$ cat src/rtl/btn_pkg.sv
// Shared definitions for the button debouncer: per-button FSM states and button indices.
package btn_pkg;

  typedef enum logic [1:0] {
    IDLE       = 2'd0,
    PRESS_PEND = 2'd1,
    HELD       = 2'd2,
    REL_PEND   = 2'd3
  } db_state_t;

  localparam int BTN_RIGHT = 0;
  localparam int BTN_LEFT  = 1;
  localparam int NUM_BTNS  = 2;

  function automatic int max_int(input int a, input int b);
    return (a > b) ? a : b;
  endfunction

endpackage

$ cat src/rtl/debounce_ch.sv
// One button channel: 2-flop synchronizer, polarity fix, debounce FSM and optional
// auto-repeat (enabled by defining BTN_AUTOREPEAT_EN).
module debounce_ch
  import btn_pkg::*;
#(
  parameter int DB_CYCLES  = 1000000,
  parameter int RPT_DELAY  = 25000000,
  parameter int RPT_PERIOD = 5000000,
  parameter int ACTIVE_LOW = 1
) (
  input  logic clk,
  input  logic rst,
  input  logic raw,
  output logic level,
  output logic press,
  output logic rel
);

  localparam int CNT_W = $clog2(max_int(DB_CYCLES, RPT_DELAY) + 1);
  localparam logic [CNT_W-1:0] CNT_LAST = CNT_W'(DB_CYCLES - 2);
  localparam logic [CNT_W-1:0] CNT_MAX  = '1;

  if (DB_CYCLES < 2 || RPT_PERIOD < 1 || RPT_PERIOD > RPT_DELAY) begin : g_bad_cfg
    $error("debounce_ch: need DB_CYCLES >= 2 and 1 <= RPT_PERIOD <= RPT_DELAY");
  end

  db_state_t        state_q, state_d;
  logic [CNT_W-1:0] cnt_q, cnt_d;
  logic [1:0]       sync_q;
  logic [1:0]       warm_q;
  logic             press_q, press_d;
  logic             rel_q, rel_d;
  logic             s;

  // warm_q masks the reset value of the synchronizer so a button held across
  // reset is accepted with the same latency as a clean edge.
  assign s     = warm_q[1] & ((ACTIVE_LOW != 0) ? ~sync_q[1] : sync_q[1]);
  assign level = (state_q == HELD) || (state_q == REL_PEND);
  assign press = press_q;
  assign rel   = rel_q;

`ifdef BTN_AUTOREPEAT_EN
  localparam int RPT_W = $clog2(RPT_DELAY + 1);
  localparam logic [RPT_W-1:0] RPT_LAST   = RPT_W'(RPT_DELAY - 1);
  localparam logic [RPT_W-1:0] RPT_RELOAD = RPT_W'(RPT_DELAY - RPT_PERIOD);

  logic [RPT_W-1:0] rpt_q, rpt_d;
`endif

  always_ff @(posedge clk) begin
    if (!rst) begin
      sync_q  <= '0;
      warm_q  <= '0;
      state_q <= IDLE;
      cnt_q   <= '0;
      press_q <= 1'b0;
      rel_q   <= 1'b0;
`ifdef BTN_AUTOREPEAT_EN
      rpt_q   <= '0;
`endif
    end else begin
      sync_q  <= {sync_q[0], raw};
      warm_q  <= {warm_q[0], 1'b1};
      state_q <= state_d;
      cnt_q   <= cnt_d;
      press_q <= press_d;
      rel_q   <= rel_d;
`ifdef BTN_AUTOREPEAT_EN
      rpt_q   <= rpt_d;
`endif
    end
  end

  // The sample that moves the FSM into a pending state counts as the first
  // stable cycle, so DB_CYCLES stable samples end on counter value DB_CYCLES-2.
  always_comb begin
    state_d = state_q;
    cnt_d   = cnt_q;
    press_d = 1'b0;
    rel_d   = 1'b0;
    case (state_q)
      IDLE: begin
        if (s) begin
          state_d = PRESS_PEND;
          cnt_d   = '0;
        end
      end
      PRESS_PEND: begin
        if (!s) begin
          state_d = IDLE;
        end else if (cnt_q >= CNT_LAST) begin
          state_d = HELD;
          press_d = 1'b1;
        end else if (cnt_q != CNT_MAX) begin
          cnt_d = cnt_q + 1'b1;
        end
      end
      HELD: begin
        if (!s) begin
          state_d = REL_PEND;
          cnt_d   = '0;
        end
      end
      REL_PEND: begin
        if (s) begin
          state_d = HELD;
        end else if (cnt_q >= CNT_LAST) begin
          state_d = IDLE;
          rel_d   = 1'b1;
        end else if (cnt_q != CNT_MAX) begin
          cnt_d = cnt_q + 1'b1;
        end
      end
      default: state_d = IDLE;
    endcase

`ifdef BTN_AUTOREPEAT_EN
    // Repeat timer keeps running through REL_PEND so a release bounce does not restart it.
    rpt_d = rpt_q;
    if (state_q == PRESS_PEND && state_d == HELD) begin
      rpt_d = '0;
    end else if (state_q == HELD || state_q == REL_PEND) begin
      if (state_q == HELD && rpt_q == RPT_LAST) begin
        press_d = 1'b1;
        rpt_d   = RPT_RELOAD;
      end else if (rpt_q != RPT_LAST) begin
        rpt_d = rpt_q + 1'b1;
      end
    end
`endif
  end

endmodule

$ cat src/rtl/button_debounce.sv
// Two-button debouncer (right = bit0, left = bit1) built from two debounce_ch channels.
// Define BTN_AUTOREPEAT_EN to enable auto-repeat press pulses while a button is held.
module button_debounce
  import btn_pkg::*;
#(
  parameter int CLK_HZ     = 50000000,
  parameter int DB_CYCLES  = 1000000,
  parameter int RPT_DELAY  = 25000000,
  parameter int RPT_PERIOD = 5000000,
  parameter int ACTIVE_LOW = 1
) (
  input  logic       clk,
  input  logic       rst,
  input  logic [1:0] btn_raw,
  output logic [1:0] btn_level,
  output logic [1:0] btn_press,
  output logic [1:0] btn_release
);

  if (CLK_HZ < 1) begin : g_bad_clk
    $error("button_debounce: CLK_HZ must be positive");
  end

  debounce_ch #(
    .DB_CYCLES (DB_CYCLES),
    .RPT_DELAY (RPT_DELAY),
    .RPT_PERIOD(RPT_PERIOD),
    .ACTIVE_LOW(ACTIVE_LOW)
  ) u_right (
    .clk  (clk),
    .rst  (rst),
    .raw  (btn_raw[BTN_RIGHT]),
    .level(btn_level[BTN_RIGHT]),
    .press(btn_press[BTN_RIGHT]),
    .rel  (btn_release[BTN_RIGHT])
  );

  debounce_ch #(
    .DB_CYCLES (DB_CYCLES),
    .RPT_DELAY (RPT_DELAY),
    .RPT_PERIOD(RPT_PERIOD),
    .ACTIVE_LOW(ACTIVE_LOW)
  ) u_left (
    .clk  (clk),
    .rst  (rst),
    .raw  (btn_raw[BTN_LEFT]),
    .level(btn_level[BTN_LEFT]),
    .press(btn_press[BTN_LEFT]),
    .rel  (btn_release[BTN_LEFT])
  );

endmodule

$ cat config.mk
export PLATFORM = sky130hd
export DESIGN_NAME = button_debounce
export DESIGN_NICKNAME = d
export VERILOG_FILES = /design/src/rtl/btn_pkg.sv /design/src/rtl/debounce_ch.sv /design/src/rtl/button_debounce.sv
export SDC_FILE = /design/constraint.sdc
export NUM_CORES = 1
export LEC_CHECK = 0
export BUFFER_PORTS_ARGS = -buffer_cell sky130_fd_sc_hd__buf_4
export CORE_UTILIZATION = 55
export DETAILED_ROUTE_END_ITERATION = 10
export GPL_TIMING_DRIVEN = 0
export PLACE_DENSITY = 0.75
export SLEW_MARGIN = 10
export SYNTH_ARGS = -nofsm -noshare
export SYNTH_HDL_FRONTEND = slang
export SYNTH_HIERARCHICAL = 1
export SYNTH_SLANG_ARGS = --single-unit
$ cat constraint.sdc
create_clock -name clk -period 2 [get_ports clk]
set_input_delay 0.2 -clock clk [delete_from_list [all_inputs] [get_ports clk]]
set_output_delay 0.2 -clock clk [all_outputs]
set_load 0.02 [all_outputs]
Word-level counts from Yosys, hierarchy flattened
Index checks and enable logic that the tools add are counted.

Register bits: 66. Bits in latches: 0. Memory bits (writable): 0. Bits in read-only memories: 0. Output and inout bits: 6. Word-level logic and storage cells: 89. Memories kept: 0.

$add $sub $neg: 2. Multiply operators: 0. Div/mod/pow operators: 0. $lt $le $gt $ge: 2. Equal/unequal tests: 20. Shift-type cells: 0. Muxes and demuxes: 32. Bitwise logic cells: 7. Reduce and logical (&&, ||, !) cells: 12.

Operator list (number): 2-to-1 mux 25 bit (12); one-hot mux 25 bit (4 select lines) (2); adder 25 x 1 -> 25 bit (second input constant) (2); greater-or-equal comparator 25 x 20 -> 1 bit (second input constant) (2); inequality test 25 bit (second input constant) (2); 2-to-1 mux 2 bit (12); one-hot mux 2 bit (4 select lines) (2); AND reduction 4 bit (4); equality test 2 bit (second input constant) (4); inequality test 2 x 1 -> 1 bit (second input constant) (4); inequality test 2 bit (second input constant) (4); inequality test 3 x 2 -> 1 bit (second input constant) (2); inequality test 3 bit (second input constant) (2); AND reduction 3 bit (2); OR reduction 3 bit (2); inverter 1 bit (5); equality test 2 x 1 -> 1 bit (second input constant) (2); zero test 2 bit (2); 2-to-1 mux 1 bit (4); bitwise AND 1 bit (2); logical OR 1 bit (2).

Depth between registers and ports, before layout
Gate-level depths: netlist (run 1).

Word-level depth: 5. Mapped depth: 8. Depth with buffers taken out: 7.

Cells and area by module
Netlist (run 1), hierarchy kept.

By module, submodules not included: debounce_ch (times used 2, cells each 191, area each 1720.4 sq um, seq. area each 660.6 sq um).

Least setup slack after synthesis (run 1)
No wires, ideal clock.

Path type: flip-flop to flip-flop. Start point: register u_left.cnt_q[11]. End point: register u_left.cnt_q[0]. Library setup time: 127 ps. Arrival: 2045 ps. Data required time: 1873 ps. Path slack: -172 ps. Cell stages (with the launch flop): 7. Clock period less this slack: 2172 ps. Cells stage by stage: dfxtp_1 > or4_1 > or4_4 > o211ai_4 > buf_6 > mux2i_1 > o32ai_1.

Longest elaborated chain between the ends: 5. Elaborated cells between the ends (all ways): 7.

RTL lines: from (decl) (RTL line debounce_ch.sv:28) `logic [CNT_W-1:0] cnt_q, cnt_d;`; from (signal assigned) (RTL line debounce_ch.sv:65) `cnt_q <= cnt_d;`; parallel branches: the longest is 2 deep, another holds greater-or-equal comparator 25 x 20 -> 1 bit; 2-to-1 mux 25 bit (*); 2-to-1 mux 25 bit (on tied branches); one-hot mux 25 bit (4 select lines) (*).

Mark *: on every way between the ends. The select of a mux whose other input is x is not followed. A chain may end at the register's enable or synchronous reset.

Worst setup path after layout (run 1)
Start point: register u_right.cnt_q[13]. End point: register u_right.cnt_q[4].

Longest elaborated chain between the ends: 5. Elaborated cells between the ends (all ways): 7.

RTL lines (RTL line): from (decl) (debounce_ch.sv:28); from (signal assigned) (debounce_ch.sv:65); parallel branches: the longest is 2 deep, another holds greater-or-equal comparator 25 x 20 -> 1 bit; 2-to-1 mux 25 bit (*); 2-to-1 mux 25 bit (on tied branches); one-hot mux 25 bit (4 select lines) (*).

Marks and branches as above.

==> results of run 1 <==
-- power by group --
| part | switching [W] | internal, W |
|---|---|---|
| sequential | 0.00000632 | 0.00132 |
| combinational | 0.000103 | 0.0000446 |
| clock | 0.000555 | 0.000583 |
| total | 0.000664 | 0.00195 |
-- flip-flops by register name, indices dropped and copies added, names as in the netlist, named ones only --
name,count
u_right/cnt_q,25
u_right/warm_q,2
u_left/cnt_q,25
u_left/sync_q,2
u_left/state_q,1
u_left/warm_q,2
u_right/press,1
u_left/press,1
u_right/sync_q,2
u_right/state_q,1
u_right/rel,1
u_left/rel,1
-- layout by cell type, fill, tap and decap left out, types with 3 or more instances in the layout --
cell type,instances
buf_4,18
clkbuf_1,8
nand2_1,46
or4_4,4
dfxtp_2,6
o21a_1,6
a21oi_2,8
dfxtp_1,60
inv_1,8
a21oi_4,7
nand2b_1,32
nor3_1,4
nand4_1,16
a211oi_4,8
and3_1,3
buf_8,4
nor4b_4,4
and2_1,18
a211oi_2,10
clkbuf_2,9
mux2i_1,36
ha_1,4
clkbuf_8,9
nor2_1,12
nand3_1,26
buf_6,7
-- Yosys cell counts --
master / count / area [um2]
a21oi_2: 12 / 105.1
o31a_1: 2 / 17.52
nor2_1: 14 / 52.55
o22ai_1: 2 / 12.51
o21ai_1: 2 / 10.01
buf_6: 4 / 45.04
o32ai_1: 2 / 17.52
clkbuf_1: 18 / 67.56
nor4_1: 2 / 12.51
nand2_4: 2 / 22.52
and3_1: 4 / 25.02
or4_1: 4 / 30.03
nand4_1: 16 / 100.1
a211oi_1: 20 / 150.1
nand2b_1: 32 / 200.2
o21a_1: 6 / 45.04
mux2i_1: 36 / 360.4
inv_1: 8 / 30.03
and4_1: 2 / 17.52
xor2_1: 2 / 17.52
nand3_1: 28 / 140.1
o221ai_1: 2 / 17.52
nor2b_1: 4 / 25.02
nand2_1: 46 / 172.7
a21bo_1: 2 / 20.02
nor4b_4: 4 / 95.09
dfxtp_1: 66 / 1321
and2_1: 18 / 112.6
nor3_1: 6 / 30.03
or4_4: 2 / 22.52
buf_4: 2 / 15.01
a21oi_1: 4 / 20.02
xnor2_1: 2 / 17.52
ha_1: 4 / 50.05
o211ai_4: 2 / 42.54
-- per-layer routing --
metal	wire, um	vias to the layer above	track usage
met1	3544	1435	0.3198
li1	-	1425	-
met3	476	24	0.06292
met2	4000	115	0.4429
met5	0	-	0
met4	204	0	0.08571
-- worst max-delay path, delay by kind of cell (launching register included) --
family                 cells  cell delay [ps]
muxes                      1              160
buffers and inverters      2              300
DFF                        1              370
and+or+nand+nor            2              930
AOI/OAI and AO/OA          2              300
-- through the flow --
step	power (W)	hold WS, ps
2_1_floorplan	0.001456	227.7
3_3_place_gp	0.001489	326.4
3_5_place_dp	0.001493	327.9
4_1_cts	0.002624	49.17
5_1_grt	0.002718	34.80
6_report	0.002615	56.89
-- worst max path at each step --
stage / startpoint / to / slack [ps] / cells past startpoint
CTS: u_right/cnt_q[12] / u_right/cnt_q[0] / -140 / 6
detailed placement: u_left/warm_q[1] / u_left/cnt_q[6] / -340 / 7
global placement: u_left/warm_q[1] / u_left/cnt_q[10] / -280 / 7
finish: u_right/cnt_q[13] / u_right/cnt_q[4] / -180 / 7
global route: u_left/cnt_q[11] / register / -250 / 7
floorplan: u_left/cnt_q[12] / u_left/cnt_q[0] / -80 / 6
-- kinds of logic after synthesis --
| logic type | Yosys count | share of synthesized area |
|---|---|---|
| AND/OR/NAND/NOR | 184 | 0.3076 |
| flip-flops | 66 | 0.3840 |
| AO/OA/AOI/OAI | 56 | 0.1331 |
| multiplexers | 36 | 0.1047 |
| buffers and inverters | 32 | 0.04581 |
| XOR/XNOR | 4 | 0.01018 |
| adder cells (fa/ha/maj) | 4 | 0.01455 |
-- cell type report --
type / count / area [um2] / share of cell area
clock buffers: 9 / 123.9 / 0.02843
inverters: 8 / 30.03 / 0.006893
flip-flops and latches: 66 / 1329 / 0.3050
plain buffers: 23 / 150.1 / 0.03446
multi-input cells: 284 / 2272 / 0.5215
clock inverters: 7 / 76.32 / 0.01752
repair buffers: 27 / 281.5 / 0.06462
well taps: 75 / 93.84 / 0.02154
-- what timing repair did --
action,4_1_cts,5_1_grt
setup endpoints to repair,57,58
hold buffers,1,0
pin swaps,12,5
gates resized for setup,29,36
buffers inserted,12,3
endpoints found under the hold margin,2,0
cloned,1,1
==> summary.txt, run 1 <==
Run status
  – Outcome: complete, but fails checks
  – Violations in the final reports: negative setup slack

Die
  – Die ar.: 0.006576 mm2
  – Placeable core region: 0.005991 mm2
  – Die height: 81.10 um
  – Std-Cell Rows: 28
  – Initial Utilization: 0.5744
  – IO Count: 10
  – Horizontal die dimension: 81.10 um

Critical path
  – Endpoint of the most critical register-to-register path: u_right/cnt_q[4]
  – Worst path required time: 2230 ps
  – Stage delay of the slowest cell on the critical path: 480 ps
  – Nature of the critical path startpoint: register
  – CP Class: register to register
  – Worst Setup End Kind: register
  – Worst-case register-to-register setup slack: -180 ps
  – R2R Path Start: u_right/cnt_q[13]
  – Series of cell instances along the critical path: or4_4 > or4_4 > o211ai_4 > buf_6 > clkbuf_16 > a211oi_2 > mux2i_1
  – Slowest stage cell, crit path: or4_4
  – Cell repeated most along the worst path: or4_4
  – Worst R2R Path Depth: 7
  – Max FO, Critical Path: 6
  – Arr. time, crit path: 2410 ps

Placed design
  – Count of buffers from port buffering: 9
  – Placement Cell Area: 0.003690 mm2
  – Routability congestion estimate: 0.9048
  – Final HPWL DP: 5.061 mm
  – Number of cells in the design after placement: 466
  – Worst slack at placement: -342.0 ps

Clock network
  – Cell at the root of the clock tree: clkbuf_8
  – Later-pin clock latency in the skew report: 350 ps
  – CTS buffer count: 9
  – H-tree Lvls: 3
  – CTS tree: built
  – Number of buffers on the longest clock path: 2
  – Clock-pin slew reported for the worst setup and hold paths after clock tree synthesis: 80 ps
  – Clk sinks: 66

Min path
  – Class of the most critical hold timing path: input port to register
  – Sink of the worst hold path: u_left/sync_q[0]
  – Hold_sp: btn_raw[1]
  – Number of cells traversed by the worst hold path: 2

STA
  – Setup TNS after final layout: -6250 ps
  – Final setup violation count: 48
  – Max-slew headroom at the worst pin: 0.1893
  – Worst Skew: 7.058 ps
  – Count of pins over their slew limit: 0
  – Post-route worst setup slack: -180.8 ps
  – Final period util: 1.090
  – Number of hold violations in the final report: 0
  – Post-layout min period: 2181 ps
  – Setup repair after global routing missed its margin: yes
  – Achievable clock frequency: 458.6 MHz
  – Worst-margin pin slew: 1216 ps

Cells and area
  – Fraction of final layout cells with drive strength greater than 1: 0.2877
  – Fill cell instance count of the final layout: 412
  – Filler-free cell count of the finished design: 499
  – Relative area change from synthesis to final layout: 26.62%
  – Final cell area excluding filler cells: 0.004357 mm2
  – Net count of the finished layout: 427
  – Final cell utilization of the core: 0.7272
  – Number of inserted diodes: 0

Yosys
  – Total nets after synthesis: 390
  – Number of warnings printed during yosys synthesis: 6
  – Post-Synthesis Cells: 382
  – Cell Area, Synth: 0.003441 mm2
  – Syn avg cell area: 9.007 um2
  – Fraction of the yosys area taken by sequential cells: 0.3840
  – Synth unique cells: 35
  – Seq cells post-synth: 66

Drt
  – Drt total wl: 8.225 mm
  – Antenna violation net count after detailed routing: 0
  – Via count: 2999
  – Number of remaining DRC errors: 0
  – Mean number of vias per cell: 6.010
  – Routed length per placed instance: 16.48 um
  – Detailed-router iteration count before antenna repair: 5
  – Detailed Route Iter0 Violations: 306

Power and ir drop
  – Worst VDD drop: 450.6 uV
  – Power per unit of standard cell area: 600.3 mW/mm2
  – Leak pwr: 1.439 nW

GRT
  – Total congestion overflow: 0
  – Number of antenna violations at the first check in global routing: 0
  – Global-route wire length before repair: 13.12 mm
  – All-Layer GR Usage: 0.2601
  – Via count of the first global-routing pass: 2836
  – Maximum number of pins on one net before global-route repair: 14

Job
  – Max-cap violations: 0
(Power assumes the default switching activity.)
==> inputs of run 2 (changes only) <==
--- a/config.mk
+++ b/config.mk
@@ -5,11 +5,11 @@
 export SDC_FILE = /design/constraint.sdc
 export NUM_CORES = 1
 export LEC_CHECK = 0
-export BUFFER_PORTS_ARGS = -buffer_cell sky130_fd_sc_hd__buf_4
 export CORE_UTILIZATION = 55
 export DETAILED_ROUTE_END_ITERATION = 10
+export DONT_BUFFER_PORTS = 1
 export GPL_TIMING_DRIVEN = 0
-export PLACE_DENSITY = 0.75
+export PLACE_DENSITY = 0.73
 export SLEW_MARGIN = 10
 export SYNTH_ARGS = -nofsm -noshare
 export SYNTH_HDL_FRONTEND = slang
==> constraint.sdc (replaced) <==
create_clock -name clk -period 1.7 [get_ports clk]
set_input_delay 0.17 -clock clk [delete_from_list [all_inputs] [get_ports clk]]
set_output_delay 0.17 -clock clk [all_outputs]
set_load 0.02 [all_outputs]
==> run 2 against run 1 <==
Net effect: the run still ends with negative setup slack left; clock skew rose by 3.8 ps; total power increased by 18%; final cell count down 0.40%; sequential share of layout area up 0.14 points; core utilization shrank 0.33 points; design area decreased by 0.46%; maximum frequency down 1.7%; combinational power increased by 26%; global-route usage decreased by 0.61 points; clock power increased by 18%; sequential power rose by 18%; critical endpoint is now u_right/cnt_q[0]; largest cell class unchanged; largest power group unchanged.
==> summary.txt, run 2 (synthesized netlist as in run 1, its figures left out) <==
Run status
  – Outcome: complete, but fails checks
  – Violations in the final reports: negative setup slack

STA
  – Post-layout min period: 2219 ps (+38.25 ps)
  – Setup TNS after final layout: -21640 ps (-15390 ps)
  – Worst-margin pin slew: 1095 ps (-120.9 ps)
  – Achievable clock frequency: 450.6 MHz (-1.7%)
  – Post-route worst setup slack: -519.0 ps (-338.2 ps)
  – Number of hold violations in the final report: 0 (unchanged)
  – Count of pins over their slew limit: 0 (unchanged)
  – Setup repair after global routing missed its margin: yes
  – Max-slew headroom at the worst pin: 0.2699 (+0.08059)
  – Final setup violation count: 48 (unchanged)
  – Worst Skew: 10.87 ps (+3.810 ps)
  – Final period util: 1.305 (+0.2149)
  – Min Hold Slack: 180.8 ps (+123.9 ps)

Power and ir drop
  – Worst VDD drop: 502.5 uV (+12%)
  – Power per unit of standard cell area: 714.5 mW/mm2 (+19%)
  – Power Internal: 0.002308 W (+18%)
  – Leak pwr: 1.410 nW (-2.0%)
  – Sw Ratio: 0.2552 (+0.001146)
  – Fraction of power consumed by the clock network: 0.435 (about the same)
  – Sequential group share of total power: 0.505 (-0.003)
  – Combinational group share of total power: 0.060 (+0.004)
  – Total Power: 0.003098 W (+18%)
  – Switching power total: 0.0007907 W (+19%)

Critical path
  – Worst Setup End Kind: register
  – Worst path required time: 1930 ps (-300 ps)
  – Max FO, Critical Path: 5 (-1)
  – Arr. time, crit path: 2450 ps (+40 ps)
  – Worst setup path start: u_right/cnt_q[12]
  – Endpoint of the most critical register-to-register path: u_right/cnt_q[0]
  – R2R Path Start: u_right/cnt_q[12]
  – CP Class: register to register
  – Worst-case register-to-register setup slack: -520 ps (-340 ps)
  – Worst R2R Path Depth: 6 (-1)
  – Nature of the critical path startpoint: register

Drt
  – Antenna violation net count after detailed routing: 0 (unchanged)
  – Detailed-router iteration count before antenna repair: 5 (unchanged)
  – Drt total wl: 8.105 mm (-1.5%)
  – Routed length per placed instance: 16.31 um (-1.1%)
  – Mean number of vias per cell: 5.986 (-0.40%)
  – Detailed Route Iter0 Violations: 154 (-50%)
  – Via count: 2975 (-0.80%)
  – Number of remaining DRC errors: 0 (unchanged)

Clock network
  – Clk sinks: 66 (unchanged)
  – CTS buffer count: 9 (unchanged)
  – Cell at the root of the clock tree: clkbuf_8
  – Clock-pin slew reported for the worst setup and hold paths after clock tree synthesis: 80 ps (about the same)
  – CTS tree: built
  – Number of buffers on the longest clock path: 2 (unchanged)
  – Later-pin clock latency in the skew report: 340 ps (about the same)
  – H-tree Lvls: 3 (unchanged)

GRT
  – Total congestion overflow: 0 (unchanged)
  – Via count of the first global-routing pass: 2679 (-5.5%)
  – Global-route wire length before repair: 12.65 mm (-3.6%)
  – All-Layer GR Usage: 0.2540 (-0.006113)
  – Number of antenna violations at the first check in global routing: 0 (unchanged)
  – Maximum number of pins on one net before global-route repair: 14 (unchanged)

Cells and area
  – Most common cell after layout, fill and taps aside: dfxtp_1
  – Net count of the finished layout: 425 (-0.47%)
  – Number of inserted diodes: 0 (unchanged)
  – Most frequent cells in the layout: 60 x dfxtp_1, 46 x nand2_1, 36 x mux2i_1, 32 x nand2b_1, 27 x nand3_1
  – Fraction of final layout cells with drive strength greater than 1: 0.2820 (-0.005745)
  – Relative area change from synthesis to final layout: 26.04%
  – Leading registers by flop count: u_left/cnt_q: 25 flops, u_right/cnt_q: 25 flops

Die
  – Initial Utilization: 0.5744 (unchanged)
  – Die ar.: 0.006576 mm2 (unchanged)
  – Horizontal die dimension: 81.10 um (unchanged)
  – Placeable core region: 0.005991 mm2 (unchanged)
  – IO Count: 10 (unchanged)
  – Std-Cell Rows: 28 (unchanged)
  – Die height: 81.10 um (unchanged)

Min path
  – Number of cells traversed by the worst hold path: 2 (unchanged)
  – Class of the most critical hold timing path: input port to register
  – Sink of the worst hold path: u_left/cnt_q[8]
  – Hold_sp: rst

Placed design
  – Worst slack at placement: -543.2 ps (-201.2 ps)
  – Count of buffers from port buffering: 0 (-9)
  – Routability congestion estimate: 0.9202 (+1.7%)
  – Final HPWL DP: 4.952 mm (-2.1%)

Job
  – Max-cap violations: 0 (unchanged)
[run 2: changes by cell type in the layout (fill, tap and decap cells not counted), moves of 2 or more]
cell	change
a211oi_2	+2
a211oi_4	-2
buf_2	+2
buf_4	-2
clkbuf_2	-4
clkbuf_4	+2
dlygate4sd3_1	+2
nor2b_2	-2
nor2b_4	+2
xnor2_1	-2
xnor2_2	+2
[run 2: power by group through the flow]
stage	clock network (W)	logic (W)	registers, W
after global routing	0.00144	0.000203	0.00157
after detailed placement	0	0.000151	0.00160
after CTS	0.00138	0.000168	0.00156
after global placement	0	0.000149	0.00160
final	0.00135	0.000186	0.00157
after floorplan	0	0.000117	0.00160
[run 2: routing by layer]
layer  global-route usage  vias to the layer above  share of wire
li1                     -                     1430              -
met1               0.3452                     1422           0.47
met2               0.3782                      107           0.46
met3              0.04831                       16          0.052
met4               0.1339                        0          0.016
met5                    0                        -              0
[run 2: worst max-delay path by stage]
| stage | endpoint | slack (ps) | cells past startpoint |
|---|---|---|---|
| after floorplan | u_left/cnt_q[0] | -380 | 6 |
| after global placement | u_left/cnt_q[0] | -510 | 6 |
| after detailed placement | u_right/cnt_q[0] | -540 | 6 |
| after CTS | u_left/cnt_q[0] | -440 | 6 |
| after global routing | u_left/cnt_q[0] | -560 | 6 |
| final | u_right/cnt_q[0] | -520 | 6 |
[run 2: metrics by stage]
stage | utilization | cell area (um2) | cells
3_3_place_gp | 0.6055 | 3627 | 457
3_5_place_dp | 0.6055 | 3627 | 457
5_1_grt | 0.7239 | 4337 | 497
6_report | 0.7239 | 4337 | 497
4_1_cts | 0.6932 | 4153 | 490
2_1_floorplan | - | 3533 | 382
[run 2: final cells by class]
class                      instances  area, um2
tap                               75      93.84
clock buffer                       9      123.9
inverter                           8      30.03
sequential                        66       1329
clock inverter                     7      77.57
buffer                            24      158.9
multi-input combinational        284       2296
fill                             432       1654
timing repair buffer              24      227.7
[run 2: what timing repair did]
item / in CTS / in global routing
pin swaps: 4 / 5
hold buffers: 3 / 0
setup buffers: 12 / 8
resized for setup: 39 / 33
endpoints found under the hold margin: 4 / 0
cloned: 2 / 1
setup endpoints to repair: 58 / 58
[run 2: worst max-delay path, stage by stage, from the launching register on]
cell      delay (ps)
dfxtp_2          320
or4_4            530
or4_4            460
o211ai_4         330
buf_8            200
mux2i_1          190
o32ai_1           80
==> inputs of run 3 (changes only) <==
--- a/config.mk
+++ b/config.mk
@@ -9,6 +9,7 @@
 export DETAILED_ROUTE_END_ITERATION = 10
 export DONT_BUFFER_PORTS = 1
 export GPL_TIMING_DRIVEN = 0
+export MAX_ROUTING_LAYER = met4
 export PLACE_DENSITY = 0.73
 export SLEW_MARGIN = 10
 export SYNTH_ARGS = -nofsm -noshare
==> run 3 against run 2 <==
Net effect: final cell count fell by 0.40%; sequential share of layout area grew 0.20 points; core utilization decreased by 0.46 points; clock-buffer cell count unchanged; setup slack got worse by 2.9 ps; the run still ends with negative setup slack left.
==> summary.txt, run 3 (synthesized netlist as in run 1, its figures left out) <==
Drt
  – Antenna violation net count after detailed routing: 0 (unchanged)
  – Detailed Route Iter0 Violations: 231 (+50%)
  – Number of remaining DRC errors: 0 (unchanged)
  – Mean number of vias per cell: 5.895 (-1.5%)
  – Via count: 2918 (-1.9%)
  – Routed length per placed instance: 15.93 um (-2.3%)
  – Detailed-router iteration count before antenna repair: 5 (unchanged)
  – Drt total wl: 7.886 mm (-2.7%)

Min path
  – Class of the most critical hold timing path: input port to register
  – Number of cells traversed by the worst hold path: 2 (unchanged)
  – Hold_sp: rst

Job
  – Max-cap violations: 0 (unchanged)

STA
  – Setup TNS after final layout: -21230 ps (+411.6 ps)
  – Worst-margin pin slew: 711.5 ps (-383.7 ps)
  – Count of pins over their slew limit: 0 (unchanged)
  – Final period util: 1.307 (+0.001721)
  – Post-layout min period: 2222 ps (+2.925 ps)
  – Max-slew headroom at the worst pin: 0.5257 (+0.2558)
  – Post-route worst setup slack: -522.0 ps (-2.925 ps)
  – Number of hold violations in the final report: 0 (unchanged)
  – Setup repair after global routing missed its margin: yes
  – Achievable clock frequency: 450.1 MHz (-0.13%)
  – Worst Skew: 11.87 ps (+0.9985 ps)
  – Final setup violation count: 48 (unchanged)

Critical path
  – Worst setup path start: u_left/cnt_q[12]
  – Worst Setup End Kind: register
  – CP Class: register to register
  – R2R Path Start: u_left/cnt_q[12]
  – Nature of the critical path startpoint: register
  – Max FO, Critical Path: 5 (unchanged)
  – Worst R2R Path Depth: 6 (unchanged)
  – Arr. time, crit path: 2440 ps (about the same)
  – Worst path required time: 1920 ps (about the same)

Die
  – Std-Cell Rows: 28 (unchanged)
  – Horizontal die dimension: 81.10 um (unchanged)
  – Initial Utilization: 0.5744 (unchanged)
  – Die ar.: 0.006576 mm2 (unchanged)
  – IO Count: 10 (unchanged)
  – Placeable core region: 0.005991 mm2 (unchanged)
  – Die height: 81.10 um (unchanged)

Clock network
  – Clock-pin slew reported for the worst setup and hold paths after clock tree synthesis: 80 ps (about the same)
  – H-tree Lvls: 3 (unchanged)
  – CTS buffer count: 9 (unchanged)
  – Number of buffers on the longest clock path: 2 (unchanged)
  – Clk sinks: 66 (unchanged)
  – Later-pin clock latency in the skew report: 340 ps (about the same)
  – CTS tree: built
  – Cell at the root of the clock tree: clkbuf_8

Placed design
  – Number of cells in the design after placement: 457 (unchanged)
  – Routability congestion estimate: 0.9041 (-1.7%)
  – Count of buffers from port buffering: 0 (unchanged)
  – Final HPWL DP: 4.929 mm (-0.46%)

Cells and area
  – Fraction of final layout cells with drive strength greater than 1: 0.2810 (-0.001038)
  – Number of inserted diodes: 0 (unchanged)
  – Filler-free cell count of the finished design: 495 (-0.40%)
  – Leading registers by flop count: u_left/cnt_q: 25 flops, u_right/cnt_q: 25 flops
  – Relative area change from synthesis to final layout: 25.24%
  – Most common cell after layout, fill and taps aside: dfxtp_1
  – Net count of the finished layout: 423 (-0.47%)
  – Most frequent cells in the layout: 60 x dfxtp_1, 46 x nand2_1, 36 x mux2i_1, 32 x nand2b_1, 26 x nand3_1

Power and ir drop
  – Power per unit of standard cell area: 751.5 mW/mm2 (+5.2%)
  – Fraction of power consumed by the clock network: 0.460 (+0.025)
  – Worst VDD drop: 587.1 uV (+17%)
  – Combinational group share of total power: 0.057 (-0.003)
  – Total Power: 0.003238 W (+4.5%)
  – Power Internal: 0.002457 W (+6.5%)
  – Sw Ratio: 0.2413 (-0.01387)
  – Sequential group share of total power: 0.483 (-0.022)
  – Switching power total: 0.0007814 W (-1.2%)
  – Leak pwr: 1.398 nW (-0.82%)

GRT
  – Maximum number of pins on one net before global-route repair: 14 (unchanged)
  – Number of antenna violations at the first check in global routing: 0 (unchanged)
  – Global-route wire length before repair: 12.64 mm (about the same)
  – Total congestion overflow: 0 (unchanged)
  – Via count of the first global-routing pass: 2669 (-0.37%)
  – All-Layer GR Usage: 0.2611 (+0.007153)

Run status
  – Violations in the final reports: negative setup slack
  – Outcome: complete, but fails checks
-- run 3: cell types whose count changed in the layout (fill, tap and decap cells not counted), sizes merged --
cell      change
clkbuf        +2
clkinvlp      +1
bufinv        +1
buf           -4
clkinv        -2
-- run 3: final cells by class --
class	instances	area (um2)
Multi-Input combinational cell	284	2245
Fill cell	440	1682
Sequential cell	66	1329
Timing Repair Buffer	22	221.5
Buffer	24	165.2
Clock buffer	9	123.9
Clock inverter	7	101.3
Tap cell	75	93.84
Inverter	8	30.03
-- run 3: timing repair --
action                     CTS  global route
resized for setup           34            33
pin swaps                    4             2
setup endpoints to repair   58            58
hold buffers                 3             0
gates cloned                 1             1
setup buffers                9             9
hold endpoints to repair     4             0
-- run 3: metrics by stage --
step | util | instance area (um2) | setup WS [ps] | hold slack, ps
4_1_cts | 0.6863 | 4111 | -445.4 | 166.8
2_1_floorplan | - | 3533 | -379.2 | 197.7
5_1_grt | 0.7193 | 4309 | -594.2 | 206.3
6_report | 0.7193 | 4309 | -522.0 | 183.7
3_5_place_dp | 0.6055 | 3627 | -535.1 | 198.0
3_3_place_gp | 0.6055 | 3627 | -512.6 | 198.0
-- run 3: worst paths after layout --
check / end / slack [ps]
max reg2reg: u_left/cnt_q[0] / -520
min: u_right/cnt_q[8] / 180
max: u_left/cnt_q[0] / -520
min reg2reg: u_right/sync_q[1] / 440
-- run 3: power by group through the flow --
| stage | combinational [W] | sequential (W) | clock [W] |
|---|---|---|---|
| floorplan | 0.000117 | 0.00160 | 0 |
| global placement | 0.000148 | 0.00160 | 0 |
| detailed placement | 0.000152 | 0.00160 | 0 |
| CTS | 0.000169 | 0.00156 | 0.00152 |
| global route | 0.000202 | 0.00157 | 0.00159 |
| finish | 0.000185 | 0.00156 | 0.00149 |
-- run 3: critical path: stages, from the launching register on --
cell	delay, ps
dfxtp_2	330
or4_4	540
or4_4	450
o211ai_4	270
buf_8	190
mux2i_1	200
o32ai_1	100
-- run 3: metal layers --
layer,track usage,vias to the layer above,part of all wire
met5,-,-,0
met4,0.1054,0,0.011
met3,0.04607,10,0.045
met2,0.3866,82,0.46
met1,0.3503,1387,0.48
li1,-,1439,-
